--- src/rtl/tx_link_scheduler.sv ---
`default_nettype none
// ============================================================================
// Module      : tx_link_scheduler
// Description : Transmit-side lane controller. After enable it emits a burst
//               of COM training bytes, then round-robin arbitrates two byte
//               requesters onto the serializer byte input, filling idle
//               cycles with the IDLE byte.
// Revision    : 1.0 - initial release
// ============================================================================
module tx_link_scheduler #(
    parameter int         COM_COUNT = 4,
    parameter logic [7:0] COM       = 8'hBC,
    parameter logic [7:0] IDLE      = 8'h7C
) (
    input  logic       clk_4f,
    input  logic       reset,
    input  logic       enable,
    input  logic [7:0] data_in0,
    input  logic       valid_in0,
    output logic       ready_out0,
    input  logic [7:0] data_in1,
    input  logic       valid_in1,
    output logic       ready_out1,
    output logic [7:0] data_out,
    output logic       valid_out,
    output logic       lane_out,
    output logic       active,
    output logic [1:0] state_out
);

    localparam int            CW        = $clog2(COM_COUNT + 1);
    localparam logic [CW-1:0] c_CNT_LAST = CW'(COM_COUNT - 1);

    typedef enum logic [1:0] {
        ST_IDLE   = 2'd0,
        ST_TRAIN  = 2'd1,
        ST_ACTIVE = 2'd2
    } state_t;

    state_t        r_state;
    state_t        w_next_state;
    logic [CW-1:0] r_cnt;
    logic          r_last_grant;
    logic          w_arb_en;
    logic          w_grant0;
    logic          w_grant1;
    logic          w_xfer;

    // State register
    always_ff @(posedge clk_4f or negedge reset) begin
        if (!reset) begin
            r_state <= ST_IDLE;
        end else begin
            r_state <= w_next_state;
        end
    end

    // Next-state logic: TRAIN runs exactly COM_COUNT cycles; enable low always wins
    always_comb begin
        w_next_state = r_state;
        case (r_state)
            ST_IDLE: begin
                if (enable) begin
                    w_next_state = ST_TRAIN;
                end
            end
            ST_TRAIN: begin
                if (!enable) begin
                    w_next_state = ST_IDLE;
                end else if (r_cnt == c_CNT_LAST) begin
                    w_next_state = ST_ACTIVE;
                end
            end
            ST_ACTIVE: begin
                if (!enable) begin
                    w_next_state = ST_IDLE;
                end
            end
            default: w_next_state = ST_IDLE;
        endcase
    end

    // Training counter: cleared in IDLE and on abort, so it can never wrap
    always_ff @(posedge clk_4f or negedge reset) begin
        if (!reset) begin
            r_cnt <= '0;
        end else begin
            case (r_state)
                ST_IDLE:  r_cnt <= '0;
                ST_TRAIN: r_cnt <= enable ? (r_cnt + CW'(1)) : '0;
                default:  r_cnt <= r_cnt;
            endcase
        end
    end

    // Round-robin grant: a lone valid wins, a tie goes to the lane not served last
    always_comb begin
        w_arb_en = (r_state == ST_ACTIVE) && enable;
        w_grant0 = w_arb_en && valid_in0 && (!valid_in1 || r_last_grant);
        w_grant1 = w_arb_en && valid_in1 && (!valid_in0 || !r_last_grant);
        w_xfer   = w_grant0 || w_grant1;
    end

    assign ready_out0 = w_grant0;
    assign ready_out1 = w_grant1;

    // Remember the lane served last; reset value 1 lets lane 0 win the first tie
    always_ff @(posedge clk_4f or negedge reset) begin
        if (!reset) begin
            r_last_grant <= 1'b1;
        end else if (w_xfer) begin
            r_last_grant <= w_grant1;
        end
    end

    // Byte register follows the state being entered, so the first ACTIVE cycle
    // already carries filler and the first cycle back in IDLE carries COM
    always_ff @(posedge clk_4f or negedge reset) begin
        if (!reset) begin
            data_out  <= 8'h00;
            valid_out <= 1'b0;
            lane_out  <= 1'b0;
        end else if (w_next_state == ST_ACTIVE) begin
            if (w_xfer) begin
                data_out  <= w_grant1 ? data_in1 : data_in0;
                valid_out <= 1'b1;
                lane_out  <= w_grant1;
            end else begin
                data_out  <= IDLE;
                valid_out <= 1'b0;
            end
        end else begin
            data_out  <= COM;
            valid_out <= 1'b0;
        end
    end

    assign active    = (r_state == ST_ACTIVE);
    assign state_out = r_state;

endmodule
`default_nettype wire

--- config.mk ---
export PLATFORM = sky130hd
export DESIGN_NAME = tx_link_scheduler
export DESIGN_NICKNAME = d
export VERILOG_FILES = /design/src/rtl/tx_link_scheduler.sv
export SDC_FILE = /design/constraint.sdc
export NUM_CORES = 1
export LEC_CHECK = 0
export ABC_AREA = 1
export CAP_MARGIN = 20
export CORE_MARGIN = 3
export CORE_UTILIZATION = 39
export DETAILED_ROUTE_END_ITERATION = 10
export HOLD_SLACK_MARGIN = 0.15
export PLACE_DENSITY = 0.77
export SLEW_MARGIN = 0
export SYNTH_ARGS = -nofsm -noshare
export SYNTH_HDL_FRONTEND = slang
export SYNTH_SLANG_ARGS = --single-unit
--- constraint.sdc ---
create_clock -name clk_4f -period 1.78 [get_ports clk_4f]
set_clock_uncertainty 0.05 [all_clocks]
set_input_delay 0.356 -clock clk_4f [delete_from_list [all_inputs] [get_ports clk_4f]]
set_output_delay 0.356 -clock clk_4f [all_outputs]
set_load 0.02 [all_outputs]
; ---- After elaboration in Yosys (flattened, before gate mapping)
; Cells that the tools add are included.
[word_totals]
romBits = 0
latchBits = 0
wordCells = 37
ram_bits = 0
ff_bits = 16
mem_count = 0
in_bits = 21
output_inout_bits = 15
[classes]
n_addsub = 1
div_mod_pow = 0
n_bitwise = 0
muxes = 12
n_reduce_logical = 14
magnitude_cmp = 0
n_eq_ne = 4
n_shift = 0
multipliers = 0
[op_table]
columns = cell, count
row1 = 2-to-1 mux 8 bit, 3
row2 = 2-to-1 mux 2 bit, 4
row3 = case mux 2 bit (3 select lines), 1
row4 = case mux 3 bit (2 select lines), 1
row5 = logical AND 1 bit, 5
row6 = equality test 2 bit (second input constant), 2
row7 = adder 3 x 1 -> 3 bit (second input constant), 1
row8 = equality test 3 x 2 -> 1 bit (second input constant), 1
row9 = zero test 1 bit, 3
row10 = logical OR 1 bit, 3
row11 = 2-to-1 mux 3 bit, 1
row12 = equality test 2 x 1 -> 1 bit (second input constant), 1
row13 = zero test 2 bit, 1
row14 = 2-to-1 mux 1 bit, 2
row15 = AND reduction 2 bit, 1
row16 = nonzero test 2 bit, 1

; ---- Longest topological paths before layout
; Gate-level depths: netlist of run 1.
[logic_depth]
ltp_word = 7
ltp_mapped = 8

; ---- Worst setup path after synthesis of run 1
; Ideal clock, no wire load.
[synth_timing]
path_kind = register to output
from = reg r_state[0] (netlist: state_out[0])
to = out ready_out0
t_required_ps = 1374
stages_incl_launch_ff = 6
path_slack_ps = 343
arrival_ps = 1031
path_buffers = 0
path_cell_list = dfrtp_1 > inv_2 > nand3_4 > inv_4 > nand2_2 > inv_1
[synth_via]
elab_chain_len = 4
[synth_rtl]
columns = item, line
row1 = start: declaration, 40  ; state_t r_state;
row2 = start signal: assignment, 54  ; r_state <= w_next_state;
row3 = equality test 2 bit, 98  ; w_arb_en = (r_state == ST_ACTIVE) && enable;
row4 = logical AND 1 bit, 98
row5 = logical AND 1 bit (2 in series), 99  ; w_grant0 = w_arb_en && valid_in0 && (!valid_in1 || r_last_grant);
row6 = end: declaration, 20  ; output logic ready_out0,
; No other way between the ends.

; ---- Worst setup path in the final report of run 1
[layout_timing]
from = reg r_state[1] (netlist: state_out[1])
to = out active
[layout_via]
elab_chain_len = 1
[layout_rtl]
columns = item, line
row1 = equality test 2 bit, 138  ; assign active = (r_state == ST_ACTIVE);
row2 = end: declaration, 27  ; output logic active,
; No other way between the ends.

==> results of run 1 <==
## flip-flops by register name, summed over array words and instances (netlist names)
register,flops
r_cnt,3
r_last_grant,1
data_out,8
valid_out,1
lane_out,1
state_out,2
## worst register-to-register path, cell delays in order (launching register included)
cell and delay, ns:
dfrtp_1 0.38, ha_1 0.16, ha_1 0.16, nand2_1 0.06, o21ai_0 0.30, nand2_1 0.10
## cells by family (layout without fill, tap and decap cells)
family | after synthesis | count (layout)
DFF | 16 | 16
and+or+nand+nor | 38 | 38
buffers and inverters | 12 | 59
muxes | 1 | 1
AOI/OAI and AO/OA | 9 | 9
adders and majority gates | 2 | 2
## power breakdown
group	total [mW]	internal, mW	switching (mW)
logic	0.0876	0.0534	0.0341
clock network	0.252	0.125	0.127
registers	0.372	0.369	0.00288
## worst min path at each step
| stage | slack [ns] | end | cells after the start |
|---|---|---|---|
| finish | 0.32 | data_out[4]$_DFF_PN0_ | 2 |
| global route | 0.33 | data_out[2]$_DFF_PN0_ | 2 |
| CTS | 0.32 | data_out[4]$_DFF_PN0_ | 2 |
| detailed placement | 0.41 | lane_out$_DFFE_PN0P_ | 2 |
| global placement | 0.41 | lane_out$_DFFE_PN0P_ | 2 |
| floorplan | 0.01 | data_out[0]$_DFF_PN0_ | 0 |
## per-stage QoR
step	std cells	total power, mW	setup WS (ns)
floorplan	78	0.4007	0.3434
finish	150	0.7115	0.08336
CTS	150	0.7200	0.02014
detailed placement	146	0.4677	-0.4353
global route	150	0.7456	0.003138
global placement	146	0.4663	-0.4183
## final cells by class
class	instances	area (um2)	area share, %
Tap cell	25	31.28	2.575
Inverter	12	50.05	4.119
Sequential cell	16	401.6	33.06
Multi-Input combinational cell	50	297.8	24.51
Clock buffer	4	36.28	2.987
Timing Repair Buffer	43	397.9	32.75
## synthesized netlist by cell type, drive strengths merged
cell type | count | share of area (%)
a21oi | 4 | 3.7
dfrtp | 15 | 50
dfstp | 1 | 3.5
ha | 2 | 3.4
inv | 12 | 6.7
mux2i | 1 | 1.3
nand2 | 30 | 19
nand3 | 7 | 7.0
nor2 | 1 | 1.5
o21ai | 4 | 2.7
o22ai | 1 | 0.84
## repair_timing
| action | 4_1_cts | 5_1_grt |
|---|---|---|
| setup endpoints to repair | 5 | 1 |
| gates resized for setup | 12 | 2 |
| endpoints found under the hold margin | 0 | 0 |
| hold buffers | 0 | 0 |
## layout by cell type, fill, tap and decap left out, types with 2 or more instances in the layout
cell type / n
o21ai_0: 3
clkbuf_4: 3
clkdlybuf4s50_1: 29
inv_4: 2
nand2_2: 2
a21oi_2: 3
nand3_1: 5
dfrtp_1: 15
dlygate4sd2_1: 4
inv_1: 9
buf_4: 9
ha_1: 2
nand2_1: 26
## metal layers
metal  share of wire (%)  vias up  GRT usage [%]
met1                  41      314          19.08
li1                    -      338              -
met2                  52       19          22.47
met5                   0        -              0
met4                 2.2        0          11.06
met3                 5.1        3          2.115
==> summary.txt, run 1 <==
Status
  • Run status: finished clean

Synthesis
  • Mean Syn Cell Area: between 9 and 10 um2
  • Post-synthesis simple-gate area fraction: ~28%
  • Synthesized flop and latch total: 16
  • Number of library cell types mapped by synthesis: 20
  • Post-Synth Adder-Cell Area: under 10%
  • Compound-Gate Fraction of Synth Area: 7.215%
  • Cell count after synthesis: 78
  • Mux cell area share after synthesis: 1.342%
  • Syn Nets: 101
  • Mapped cell area: 745.7 um2
  • Largest family of logic cells by synthesized area: simple AND/OR/NAND/NOR gates
  • Sequential cell area fraction in the yosys report: 53.86%
  • Post-Synth XOR/XNOR Area: 0%
  • YS warnings: 0

Routing
  • DR pass1 iterations: 4
  • Routed vias/inst: 4.493
  • Initial drt markers: 15
  • Routed WL: 1713 um
  • Antenna-violating nets left: 0
  • WL/cell: 11.42 um
  • Via count: between 600 and 700
  • # DRC: 0

Min path
  • Hold WC Path Type: input pin to asynchronous set/reset pin

Layout
  • Layout cells sized above 1: 22.40%
  • Final Util: 68.87%
  • Nets@finish: 149
  • Layout Area Growth over Synthesis: 62.92%
  • N_diodes: 0
  • Fillers: 161
  • Cell area after layout: 1215 um2

Setup path
  • FF-to-FF End: data_out[7]$_DFF_PN0_
  • CP Capture Type: primary output
  • CP Launch Point: state_out[1]$_DFF_PN0_
  • WP data required: 1.37 ns
  • End of the critical path: active
  • Crit path max-delay family: buffers and inverters
  • Crit path cell chain: buf_4 -> nand2_1 -> inv_1 -> dlygate4sd2_1
  • Critical Path Max Stage Delay: ~0.42 ns
  • Slowest cell on crit path: dfrtp_1
  • CP Buf/Inv Count: 3
  • Crit path kind: flop to primary output
  • CP Depth: 4
  • Reg2Reg Depth: 5
  • Worst R2R Setup Slack: 0.45 ns
  • Startpoint Class: flop
  • FF-to-FF Start: r_cnt[0]$_DFFE_PN0P_
  • Critical path arrival: 1.29 ns
  • CP max FO: 4

Place
  • I/O Buffers: 35
  • GP Congestion: 0.8001
  • Detailed Place HPWL: roughly 1300 um
  • Cell Area, Placed: 1187 um2

STA
  • Setup violators final: 0
  • Final hold violation count: 0
  • Fin crit share: 95.32%
  • Final min period: 1.697 ns
  • Unrepaired setup endpoints after global routing: false
  • WHS: between 0.3 and 0.4 ns
  • Sum Neg Setup Slack: 0 ns
  • Fmax: 0.5894 GHz
  • Slew margin rel.: around 77%
  • Fin. max-slew vios: 0
  • Slew @ Worst Pin: 0.3364 ns

Clock tree
  • CTS tree: yes
  • Worst-skew pair later-pin latency: ~0.30 ns
  • Clock root cell: clkbuf_4
  • Post-CTS setup buffers: 0
  • Htree depth: 1
  • CTS buffer count: 3
  • CTS sink count: 16
  • CTS Buffer Depth: 2
  • Clock Pin Slew Worst Setup and Hold Paths: 0.10 ns

Global route
  • Grt total ovfl: 0
  • Initial antenna violation count: 0
  • First-pass GRT wire length: 2760 um
  • GRT Total Usage: 14.84%
  • Largest net degree at the start of global routing: 17
  • Vias in the first global route: 629

Floorplan
  • Die Width: 49.73 um
  • I/O pin total: 36
  • Initial core utilization: 42.27%
  • Die area: between 2000 and 2500 um2
  • Die H: ~50 um
  • Core Area: 1764 um2
  • Core Rows: 15

Run
  • Max-cap viol count: 0

Power and ir drop
  • Leakage: 0.5901 nW
  • VDD IR max: 0.3888 mV
  • Pwr dens: between 500 and 600 nW/um2
No activity file was read; power rests on OpenSTA's default activity.
==> run 2, diff against run 1 <==
--- a/config.mk
+++ b/config.mk
@@ -11,7 +11,8 @@
 export CORE_UTILIZATION = 39
 export DETAILED_ROUTE_END_ITERATION = 10
 export HOLD_SLACK_MARGIN = 0.15
-export PLACE_DENSITY = 0.77
+export MAX_ROUTING_LAYER = met4
+export PLACE_DENSITY = 0.75
 export SLEW_MARGIN = 0
 export SYNTH_ARGS = -nofsm -noshare
 export SYNTH_HDL_FRONTEND = slang
==> run 2 against run 1 <==
  * Core utilization up 0.50 points
  * Combinational power fell by 0.5%
  * Highest routed layer unchanged
  * Critical path type unchanged
  * Count of clock-buffer cells in the layout is the same
  * Fmax rose by 0.44%
  * Hold slack improved by 0.0067 ns
  * Largest power group unchanged
  * Largest cell class is now buffers
  * Register-to-register slack about the same
  * Final area is 0.72% higher
  * Via count shrank 2.8%
==> summary.txt, run 2 (synthesis results as in run 1) <==
Setup path
  • Reg2Reg Depth: 7
  • CP max FO: 2
  • Slowest cell on crit path: dfstp_2
  • WP data required: between 1 and 1.5 ns
  • Most used cell, CP: inv_1
  • Crit path kind: flop to primary output
  • Critical Path Max Stage Delay: 0.54 ns
  • Critical path arrival: between 1 and 1.5 ns
  • CP Launch Point: r_last_grant$_DFFE_PN1N_
  • CP Capture Type: primary output
  • End of the critical path: ready_out0
  • Crit path cell chain: inv_1 -> a21oi_2 -> nand2_2 -> inv_1 -> buf_2
  • FF-to-FF Start: r_last_grant$_DFFE_PN1N_
  • Startpoint Class: flop
  • FF-to-FF End: data_out[7]$_DFF_PN0_
  • Worst R2R Setup Slack: 0.44 ns

Place
  • Cell Area, Placed: 1195 um2
  • GP Congestion: 0.7377
  • Detailed Place HPWL: roughly 1400 um
  • I/O Buffers: 35
  • Placed Cells incl. Taps: 147

Clock tree
  • Clock root cell: clkbuf_4
  • Clock Pin Slew Worst Setup and Hold Paths: 0.10 ns
  • CTS buffer count: 3
  • Post-CTS setup buffers: 0
  • Htree depth: 1
  • CTS tree: yes
  • CTS Buffer Depth: 2
  • CTS sink count: 16
  • Worst-skew pair later-pin latency: roughly 0.28 ns
  • Hold bufs inserted after CTS: 0

Power and ir drop
  • Int Pwr: roughly 550 uW
  • Logic pwr share: 12.4%
  • Pwr dens: 572.9 nW/um2
  • Switching power: 153.8 uW
  • VDD IR max: 0.4174 mV
  • Clock share of power: 34.6%
  • Sw frac: 21.94%
  • Sequential Power Share: a little over half
  • Leakage: 0.6035 nW

Routing
  • Routed vias/inst: 4.338
  • # DRC: 0
  • Via count: 655
  • Routed WL: 1734 um
  • WL/cell: 11.48 um
  • Initial drt markers: 8
  • DR pass1 iterations: 4
  • Antenna-violating nets left: 0

STA
  • Slew margin rel.: 78.43%
  • Setup violators final: 0
  • Fin crit share: 94.90%
  • Fmax: 0.5920 GHz
  • Final hold violation count: 0
  • Unrepaired setup endpoints after global routing: false
  • Slew @ Worst Pin: 0.3202 ns
  • Final min period: roughly 1.7 ns
  • Fin. max-slew vios: 0
  • WHS: 0.3262 ns

Layout
  • Commonest non-fill, non-tap cells in the layout: clkdlybuf4s50_1, nand2_1, dfrtp_1
  • Layout Area Growth over Synthesis: 64.09%
  • Cell area after layout: ~1200 um2
  • Nets@finish: 150
  • Commonest non-fill, non-tap cell in the layout: clkdlybuf4s50_1
  • N_diodes: 0
  • Largest Register: data_out
  • Max reg flops: 8
  • Layout cells sized above 1: 23.02%
  • Fin cells: approximately 150

Floorplan
  • I/O pin total: 36
  • Die area: 2473 um2
  • Core Rows: 15
  • Initial core utilization: between 40 and 50%
  • Die Width: between 40 and 50 um
  • Core Area: 1764 um2
  • Die H: approximately 50 um

Min path
  • Hold WC Path Type: input pin to asynchronous set/reset pin

Global route
  • Vias in the first global route: roughly 640
  • GRT Total Usage: 16.40%
  • Initial antenna violation count: 0
  • Grt total ovfl: 0
  • Largest net degree at the start of global routing: 17
  • First-pass GRT wire length: a little under 3000 um

Status
  • Run status: finished clean

Run
  • Max-cap viol count: 0
## run 2: worst min-delay path by stage
stage	start	end	slack [ns]
after global placement	lane_out$_DFFE_PN0P_	lane_out$_DFFE_PN0P_	0.41
after floorplan	reset	data_out[0]$_DFF_PN0_	0.01
after detailed placement	lane_out$_DFFE_PN0P_	lane_out$_DFFE_PN0P_	0.41
after CTS	reset	data_out[3]$_DFF_PN0_	0.33
after global routing	reset	data_out[3]$_DFF_PN0_	0.32
final	reset	data_out[3]$_DFF_PN0_	0.33
## run 2: cell type report
cell class / count / area (um2)
multi-input combinational: 50 / 297.8
tap: 25 / 31.28
fill: 164 / 540.5
inverter: 12 / 50.05
sequential: 16 / 401.6
timing repair buffer: 44 / 406.6
clock buffer: 4 / 36.28
## run 2: through the flow
step | power (mW) | setup TNS (ns) | setup WS, ns | utilization (%)
after floorplan | 0.4007 | 0 | 0.3434 | -
after global routing | 0.7358 | 0 | 0.02282 | 69.36
after global placement | 0.4654 | -0.7620 | -0.4180 | 67.73
after CTS | 0.7083 | 0 | 0.01355 | 69.01
after detailed placement | 0.4671 | -0.7719 | -0.4188 | 67.73
final | 0.7010 | 0 | 0.09083 | 69.36
## run 2: worst max-delay path: cells and delay by family (launching register included)
family	cells	cell delay, ns
and+or+nand+nor	1	0.06
DFF	1	0.54
AOI/OAI and AO/OA	1	0.13
buffers and inverters	3	0.27
## run 2: power by group through the flow
stage,clock [mW],sequential (mW),combinational (mW)
after global routing,0.268,0.372,0.0952
after CTS,0.249,0.372,0.0878
final,0.242,0.372,0.0872
after global placement,0,0.379,0.0867
after detailed placement,0,0.379,0.0883
after floorplan,0,0.382,0.0187
## run 2: timing repair
| item | in CTS | in global routing |
|---|---|---|
| setup endpoints to repair | 5 | 1 |
| gates resized for setup | 11 | 2 |
| gates cloned | 0 | 0 |
## run 2: routing by layer
layer / vias up / GRT usage, % / wire [um]
met5: - / - / 0
met4: 0 / 6.452 / 5
met3: 2 / 3.927 / 85
met2: 14 / 26.21 / 937
met1: 299 / 19.92 / 706
li1: 340 / - / -
